==> config.mk <==
export PLATFORM = sky130hd
export DESIGN_NAME = serial_rx_b13_flat
export DESIGN_NICKNAME = d
export VERILOG_FILES = /design/src/rtl/serial_rx_b13_if.sv /design/src/rtl/serial_rx_b13.sv /design/src/flat_wrapper.sv
export SDC_FILE = /design/constraint.sdc
export NUM_CORES = 1
export LEC_CHECK = 0
export CAP_MARGIN = 20
export CORE_MARGIN = 4
export CORE_UTILIZATION = 51
export DETAILED_ROUTE_END_ITERATION = 7
export PLACE_DENSITY = 0.75
export RECOVER_POWER = 100
export SLEW_MARGIN = 10
export SYNTH_ARGS = -nofsm -noshare
export SYNTH_HDL_FRONTEND = slang
export SYNTH_SLANG_ARGS = --single-unit
==> constraint.sdc <==
create_clock -name clock -period 1.65 [get_ports clock]
set_clock_uncertainty 0.05 [all_clocks]
set_input_delay 0.495 -clock clock [delete_from_list [all_inputs] [get_ports clock]]
set_output_delay 0.495 -clock clock [all_outputs]
set_load 0.05 [all_outputs]
==> src/rtl/serial_rx_b13_if.sv <==
// Receive-side bundle for the b13 byte link: serial line in, held byte plus status out.
interface serial_rx_b13_if;
  logic       rx_in;
  logic       rd_ack;
  logic [7:0] data_out;
  logic       data_valid;
  logic       frame_err;
  logic       overrun;
  logic       busy;

  modport master (
    input  rx_in,
    input  rd_ack,
    output data_out,
    output data_valid,
    output frame_err,
    output overrun,
    output busy
  );

  modport slave (
    output rx_in,
    output rd_ack,
    input  data_out,
    input  data_valid,
    input  frame_err,
    input  overrun,
    input  busy
  );
endinterface

==> src/rtl/serial_rx_b13.sv <==
// b13 serial receiver: 1 start, 8 data bits MSB first, 1 stop, mid-bit sampling,
// one-entry valid/ack holding register with sticky overrun.
module serial_rx_b13 #(
  parameter int unsigned BIT_PERIOD = 106
) (
  input  logic            clock,
  input  logic            reset,
  serial_rx_b13_if.master bus
);

  localparam int unsigned CW = (BIT_PERIOD > 1) ? $clog2(BIT_PERIOD) : 1;
  localparam logic [CW-1:0] HALF_LAST = CW'(BIT_PERIOD / 2 - 1);
  localparam logic [CW-1:0] BIT_LAST  = CW'(BIT_PERIOD - 1);

  typedef enum logic [1:0] {
    ST_IDLE  = 2'd0,
    ST_START = 2'd1,
    ST_DATA  = 2'd2,
    ST_STOP  = 2'd3
  } state_t;

  state_t          r_state;
  state_t          w_state_nxt;
  logic            r_s1;
  logic            r_rx_s;
  logic            r_rx_prev;
  logic [CW-1:0]   r_cnt;
  logic [CW-1:0]   w_cnt_nxt;
  logic [2:0]      r_idx;
  logic [2:0]      w_idx_nxt;
  logic [7:0]      r_shreg;
  logic [7:0]      w_shreg_nxt;
  logic            w_load;
  logic            w_ferr;
  logic [7:0]      r_data_out;
  logic            r_data_valid;
  logic            r_frame_err;
  logic            r_overrun;
  logic            r_busy;

  // Two-flop synchronizer plus previous-sample register for falling-edge detection.
  always_ff @(posedge clock or posedge reset) begin
    if (reset) begin
      r_s1      <= 1'b1;
      r_rx_s    <= 1'b1;
      r_rx_prev <= 1'b1;
    end else begin
      r_s1      <= bus.rx_in;
      r_rx_s    <= r_s1;
      r_rx_prev <= r_rx_s;
    end
  end

  always_ff @(posedge clock or posedge reset) begin
    if (reset) begin
      r_state <= ST_IDLE;
      r_cnt   <= '0;
      r_idx   <= '0;
      r_shreg <= '0;
    end else begin
      r_state <= w_state_nxt;
      r_cnt   <= w_cnt_nxt;
      r_idx   <= w_idx_nxt;
      r_shreg <= w_shreg_nxt;
    end
  end

  // Frame sequencing; returning to IDLE at mid-stop lets back-to-back frames through.
  always_comb begin
    w_state_nxt = r_state;
    w_cnt_nxt   = r_cnt;
    w_idx_nxt   = r_idx;
    w_shreg_nxt = r_shreg;
    w_load      = 1'b0;
    w_ferr      = 1'b0;
    case (r_state)
      ST_IDLE: begin
        w_cnt_nxt = '0;
        if (r_rx_prev && !r_rx_s) begin
          w_state_nxt = ST_START;
        end
      end
      ST_START: begin
        if (r_cnt == HALF_LAST) begin
          w_cnt_nxt = '0;
          if (r_rx_s) begin
            w_state_nxt = ST_IDLE;
          end else begin
            w_idx_nxt   = 3'd7;
            w_state_nxt = ST_DATA;
          end
        end else begin
          w_cnt_nxt = r_cnt + CW'(1);
        end
      end
      ST_DATA: begin
        if (r_cnt == BIT_LAST) begin
          w_cnt_nxt          = '0;
          w_shreg_nxt[r_idx] = r_rx_s;
          if (r_idx == 3'd0) begin
            w_state_nxt = ST_STOP;
          end else begin
            w_idx_nxt = r_idx - 3'd1;
          end
        end else begin
          w_cnt_nxt = r_cnt + CW'(1);
        end
      end
      ST_STOP: begin
        if (r_cnt == BIT_LAST) begin
          w_cnt_nxt   = '0;
          w_state_nxt = ST_IDLE;
          if (r_rx_s) begin
            w_load = 1'b1;
          end else begin
            w_ferr = 1'b1;
          end
        end else begin
          w_cnt_nxt = r_cnt + CW'(1);
        end
      end
      default: begin
        w_state_nxt = ST_IDLE;
        w_cnt_nxt   = '0;
      end
    endcase
  end

  // Holding register: a good stop beats a same-cycle ack, so the new byte stays valid.
  always_ff @(posedge clock or posedge reset) begin
    if (reset) begin
      r_data_out   <= '0;
      r_data_valid <= 1'b0;
      r_frame_err  <= 1'b0;
      r_overrun    <= 1'b0;
      r_busy       <= 1'b0;
    end else begin
      r_frame_err <= w_ferr;
      r_busy      <= (w_state_nxt != ST_IDLE);
      if (w_load) begin
        r_data_out   <= r_shreg;
        r_data_valid <= 1'b1;
        r_overrun    <= bus.rd_ack ? 1'b0 : (r_overrun | r_data_valid);
      end else if (r_data_valid && bus.rd_ack) begin
        r_data_valid <= 1'b0;
        r_overrun    <= 1'b0;
      end
    end
  end

  assign bus.data_out   = r_data_out;
  assign bus.data_valid = r_data_valid;
  assign bus.frame_err  = r_frame_err;
  assign bus.overrun    = r_overrun;
  assign bus.busy       = r_busy;

endmodule

==> src/flat_wrapper.sv <==
// flat-port wrapper written by rule: the top's interface ports become plain ports
module serial_rx_b13_flat 
#(
  parameter int unsigned BIT_PERIOD = 106
)
  (clock, reset, bus_rx_in, bus_rd_ack, bus_data_out, bus_data_valid, bus_frame_err, bus_overrun, bus_busy);
  serial_rx_b13_if bus_i ();
  input  logic clock;
  input  logic reset;
  input wire logic [$bits(bus_i.rx_in)-1:0] bus_rx_in;
  input wire logic [$bits(bus_i.rd_ack)-1:0] bus_rd_ack;
  output wire logic [$bits(bus_i.data_out)-1:0] bus_data_out;
  output wire logic [$bits(bus_i.data_valid)-1:0] bus_data_valid;
  output wire logic [$bits(bus_i.frame_err)-1:0] bus_frame_err;
  output wire logic [$bits(bus_i.overrun)-1:0] bus_overrun;
  output wire logic [$bits(bus_i.busy)-1:0] bus_busy;
  assign bus_i.rx_in = bus_rx_in;
  assign bus_i.rd_ack = bus_rd_ack;
  assign bus_data_out = bus_i.data_out;
  assign bus_data_valid = bus_i.data_valid;
  assign bus_frame_err = bus_i.frame_err;
  assign bus_overrun = bus_i.overrun;
  assign bus_busy = bus_i.busy;
  serial_rx_b13 #(.BIT_PERIOD(BIT_PERIOD)) u_core (.clock(clock), .reset(reset), .bus(bus_i));
endmodule
# Yosys cells after proc, flatten, opt, wreduce, memory -nomap -nowiden
# Cells that the tools add are included.
[totals]
out_inout_bits = 12
inputBits = 4
ff_bits = 35
elab_cells = 66
[op_classes]
n_eq_ne = 9
reduce_logical = 12
magnitude_cmp = 2
n_bitwise = 1
n_addsub = 2
mux = 28
[op_table]
columns = ["operator", "n"]
rows = [
  ["7-bit case mux with 3 select lines", 1],
  ["7-bit two-way mux", 2],
  ["2-bit two-way mux", 6],
  ["3-bit two-way mux", 4],
  ["1-bit two-way mux", 11],
  ["8-bit bitwise mux", 1],
  ["2-bit case mux with 4 select lines", 1],
  ["7-bit by 1-bit adder with 7-bit output, second input constant", 1],
  ["7-bit by 6-bit equality test with 1-bit output, second input constant", 1],
  ["7-bit equality test, second input constant", 1],
  ["3-bit case mux with 2 select lines", 1],
  ["2-bit nonzero test", 3],
  ["5-bit AND reduction", 1],
  ["2-bit equality test, second input constant", 2],
  ["3-bit by 4-bit < comparator with 1-bit output, second input constant", 1],
  ["2-bit by 1-bit != test with 1-bit output, second input constant", 2],
  ["2-bit != test, second input constant", 2],
  ["1-bit demux with 3-bit select", 1],
  ["3-bit by 1-bit >= comparator with 1-bit output, second input constant", 1],
  ["1-bit logical AND", 3],
  ["3-bit logical NOT", 1],
  ["3-bit by 1-bit subtractor with 3-bit output, second input constant", 1],
  ["2-bit by 1-bit equality test with 1-bit output, second input constant", 1],
  ["2-bit logical NOT", 1],
  ["other kinds (4)", 4],
]

# Depth between registers and ports, before layout
[logic_depth]
word_depth = 5
mapped_depth = 7

# Least setup slack after synthesis
# No wires, ideal clock.
[synth_path]
path_kind = "flip-flop to flip-flop"
startpoint = "reg u_core.r_cnt[2]"
endpoint = "reg u_core.r_shreg[5]"
setup_slack_ns = -0.101
t_required_ns = 1.472
n_path_buf = 1
path_stages_with_launch = 7
setup_ns = 0.128
t_arrival_ns = 1.574
cell_sequence = "dfrtp_1 > and4bb_1 > and3_1 > buf_6 > nand3_4 > nor3b_2 > mux2_1"
[synth_via]
elab_chain_len = 2
[synth_lines]
columns = ["item", "line_no", "source"]
rows = [
  ["start: declaration", "serial_rx_b13.sv:27", "logic [CW-1:0] r_cnt;"],
  ["start signal: assignment", "serial_rx_b13.sv:62", "r_cnt <= w_cnt_nxt;"],
  ["7-bit equality test", "serial_rx_b13.sv:97", "if (r_cnt == BIT_LAST) begin"],
  ["2-bit AND reduction (no line)", "-", ""],
  ["end signal: assignment", "serial_rx_b13.sv:64", "r_shreg <= w_shreg_nxt;"],
  ["end: declaration", "serial_rx_b13.sv:31", "logic [7:0] r_shreg;"],
]
# Every way passes these cells.
# A chain may end at the register's enable or synchronous reset.

# Worst setup path after layout
[layout_path]
startpoint = "reg u_core.r_cnt[0]"
endpoint = "reg u_core.r_data_out[7] (netlist: u_core.bus.data_out[7])"
[layout_via]
elab_chain_len = 3
[layout_lines]
columns = ["item", "line_no", "source"]
rows = [
  ["7-bit equality test", "serial_rx_b13.sv:110", "if (r_cnt == BIT_LAST) begin"],
  ["1-bit two-way mux", "serial_rx_b13.sv:110", ""],
  ["1-bit two-way mux", "serial_rx_b13.sv:76", "case (r_state)"],
  ["end signal: assignment", "serial_rx_b13.sv:141", "r_data_out <= r_shreg;"],
  ["end: declaration", "serial_rx_b13.sv:35", "logic [7:0] r_data_out;"],
]
# Every way passes these cells.

==> run_results.csv <==
group,metric,value,unit
sta,maxSlewHeadroom,43.8,%
critical_path,worstSetupStartpointType,"flip-flop",
global_route,grt_pass1_vias,1353,
final_layout,drive_gt1_share,42.9,%
drt,totalWireLength,3.88,mm
clock_network,cts_tree,"done",
power_and_ir_drop,p_int,1.75,mW
power_and_ir_drop,p_seq_share,37.2,%
drt,wl_per_cell,16.5,um
sta,tightest_slew,0.842,ns
sta,timing.final.crit_share,107,%
drt,via_per_inst,5.40,
drt,ant_nets,0,
place,dp.cells,222,
clock_network,cts_buffer_depth,2,
final_layout,final_common_cell,"dfrtp_1",
synth,yosys.area_share.adder,7.23,%
drt,vias,1270,
critical_path,end_kind,"flip-flop",
synth,synth-xor-area-share,2.53,%
power_and_ir_drop,p_sw,843,uW
clock_network,cts_buffers,5,
critical_path,cp.required,1.84,ns
synth,yosysWarnings,0,
synth,synth_top_family_by_area,"simple AND/OR/NAND/NOR gates",
synth,synth-compound-area-share,8.03,%
synth,syn_avg_cell_area,11.7,um2
final_layout,mostFrequentLayoutCells,"dfrtp_1 (32), buf_4 (20), nor2_1 (13)",
place,routabilityCongestion,0.792,
synth,ys.flop_type,"dfrtp_1",
critical_path,worstPathArrival,1.95,ns
power_and_ir_drop,switching_share,32.6,%
power_and_ir_drop,p_leak,1.09,nW
sta,finalHoldViolations,0,
clock_network,cts_root_buf,"clkbuf_4",
floorplan,rows,20,
floorplan,die_area,0.00439,mm2
power_and_ir_drop,pwr-share-comb,33.0,%
synth,seq_area_frac_synth,50.8,%
synth,synth-async-reset-ratio,100,%
critical_path,rr_worst_depth,6,
clock_network,htreeDepth,2,
global_route,overflow,0,
synth,syn-num-nets,162,
worst_hold_path,whs_path_depth,0,
place,dpl.hpwl,2.53,mm
sta,setup-violations-final,19,
clock_network,hold_buffers,0,
floorplan,core,0.00315,mm2
critical_path,crit_type,"flip-flop to flip-flop",
drt,dr.first_iter.drc_count,41,
synth,synth_cell_type_count,39,
synth,synth-simple-area-share,17.3,%
floorplan,initial_utilization,54.9,%
power_and_ir_drop,p_per_area,1150,mW/mm2
sta,finalCriticalPeriod,1.76,ns
final_layout,fin_cells,235,
clock_network,numClockSinks,35,
global_route,antenna_found_initial,0,
place,portBuffers,15,
synth,synthesis.area,0.00173,mm2
global_route,grt_max_degree,36,
synth,ys_seq_elements,35,
clock_network,clk_latency,0.36,ns
clock_network,clk_pin_slew,0.10,ns
final_layout,synthToLayoutAreaGrowth,29.7,%
sta,drv_slew,0,
run_status,status,"complete, but fails checks",
run_status,violations,"setup timing",
job,drv_cap,0,
floorplan,die_h,66.3,um
drt,dr.pass1.iters,6,
power_and_ir_drop,pwr-share-clk,29.8,%
floorplan,die_w,66.3,um
sta,fmax,0.569,GHz
sta,rsz0062_at_grt,"true",
global_route,grt_pass1_wl,6.58,mm
synth,netlist_instances,148,
power_and_ir_drop,power,2.59,mW
final_layout,fillers,235,
sta,worst_slack,-0.108,ns
final_layout,utilization,71.2,%
drt,drc,0,
synth,synth_edf_count,0,
global_route,grt_usage,20.2,%
final_layout,final_nets,204,
final_layout,n_antenna_cell,0,
critical_path,crit_path_max_fanout,5,
synth,synth.area.mux_share,10.4,%
power_and_ir_drop,peakVddDrop,0.735,mV
floorplan,io_pins,16,
worst_hold_path,hp-class,"flip-flop to flip-flop",
==> power by group through the flow <==
stage	logic [mW]	clock network (mW)	registers (mW)
detailed placement	0.779	0	0.986
floorplan	0.435	0	1.03
finish	0.854	0.771	0.962
global route	0.920	0.819	0.968
global placement	0.738	0	0.979
CTS	0.851	0.778	0.973
==> repair_timing <==
| item | 4_1_cts | 5_1_grt |
|---|---|---|
| gates resized for setup | 11 | 20 |
| pin swaps | 3 | 9 |
| endpoints found under the setup margin | 28 | 24 |
| setup buffers | 2 | 2 |
| cloned | 1 | 0 |
==> metal layers <==
| metal | global-route usage (%) | part of all wire [%] | vias to the layer above |
|---|---|---|---|
| met5 | 0 | 0 | - |
| met4 | 9.64 | 1.6 | 0 |
| met3 | 4.76 | 4.7 | 9 |
| met2 | 35.3 | 53 | 42 |
| met1 | 22.8 | 41 | 628 |
| li1 | - | - | 591 |
==> state kept, by name, summed over array words and instances (netlist names) <==
name / count
u_core.bus.data_out: 8
u_core.r_shreg: 8
u_core.r_cnt: 7
u_core.r_idx: 3
u_core.r_state: 2
u_core.bus.busy: 1
u_core.bus.data_valid: 1
u_core.bus.frame_err: 1
u_core.bus.overrun: 1
u_core.r_rx_prev: 1
u_core.r_rx_s: 1
u_core.r_s1: 1
==> cells in the mapped netlist (all sizes together) (2+ instances only) <==
master	instances	share of area (%)
nand2b	2	0.72
nand2	11	2.4
dfstp	3	4.6
clkbuf	2	0.43
buf	2	1.1
and2	2	0.72
nor2	13	2.8
o32a	2	1.2
inv	10	2.2
and3	2	0.80
o21ai	7	2.0
xor2	2	1.0
dfrtp	32	46
ha	10	7.2
nand3	8	3.8
a21oi	3	1.1
nor2b	2	0.72
mux2	16	10
xnor2	3	1.5
nor3	3	1.7
==> per-stage QoR <==
step	instance area (um2)	TNS [ns]	setup WS (ns)	hold slack [ns]
finish	2240	-0.979	-0.108	0.318
CTS	2350	-0.348	-0.0679	0.314
global placement	2190	-0.174	-0.0237	0.296
floorplan	1730	-0.0645	-0.0540	0.295
global route	2240	-2.81	-0.158	0.328
detailed placement	2190	-1.23	-0.124	0.298
==> path summary, 6_finish.rpt <==
path                                           startpoint  slack (ns)                                 end
worst max-delay path            u_core.r_cnt[0]$_DFF_PP0_       -0.11  u_core.bus.data_out[7]$_DFFE_PP0P_
worst min-delay path                u_core.r_s1$_DFF_PP1_        0.32             u_core.r_rx_s$_DFF_PP1_
worst max register to register  u_core.r_cnt[0]$_DFF_PP0_       -0.11  u_core.bus.data_out[7]$_DFFE_PP0P_
worst min register to register      u_core.r_s1$_DFF_PP1_        0.32             u_core.r_rx_s$_DFF_PP1_
max in group asynchronous                           reset        0.23         u_core.r_state[0]$_DFF_PP0_
min in group asynchronous                           reset        0.79       u_core.r_shreg[1]$_DFFE_PP0P_
==> worst max-delay path: stages, from the launching register on <==
cell,delay (ns)
dfrtp_1,0.40
buf_4,0.14
ha_1,0.21
and3_4,0.21
buf_6,0.13
nand3_2,0.14
mux2_2,0.35
==> layout make-up <==
type | count | area, um2 | area share, %
multi-input combinational | 100 | 908 | 40.5
sequential | 35 | 880 | 39.2
timing repair buffer | 38 | 263 | 11.7
clock inverter | 2 | 60.1 | 2.68
tap | 44 | 55.1 | 2.45
clock buffer | 6 | 41.3 | 1.84
inverter | 10 | 37.5 | 1.67
==> logic make-up after synthesis <==
| logic type | Yosys count |
|---|---|
| adders and majority gates | 10 |
| AOI/OAI and AO/OA | 19 |
| xor gates and xnor gates | 5 |
| DFF | 35 |
| buffers and inverters | 14 |
| muxes | 16 |
| and+or+nand+nor | 49 |
Note: power is estimated with default switching activity, not from simulation.
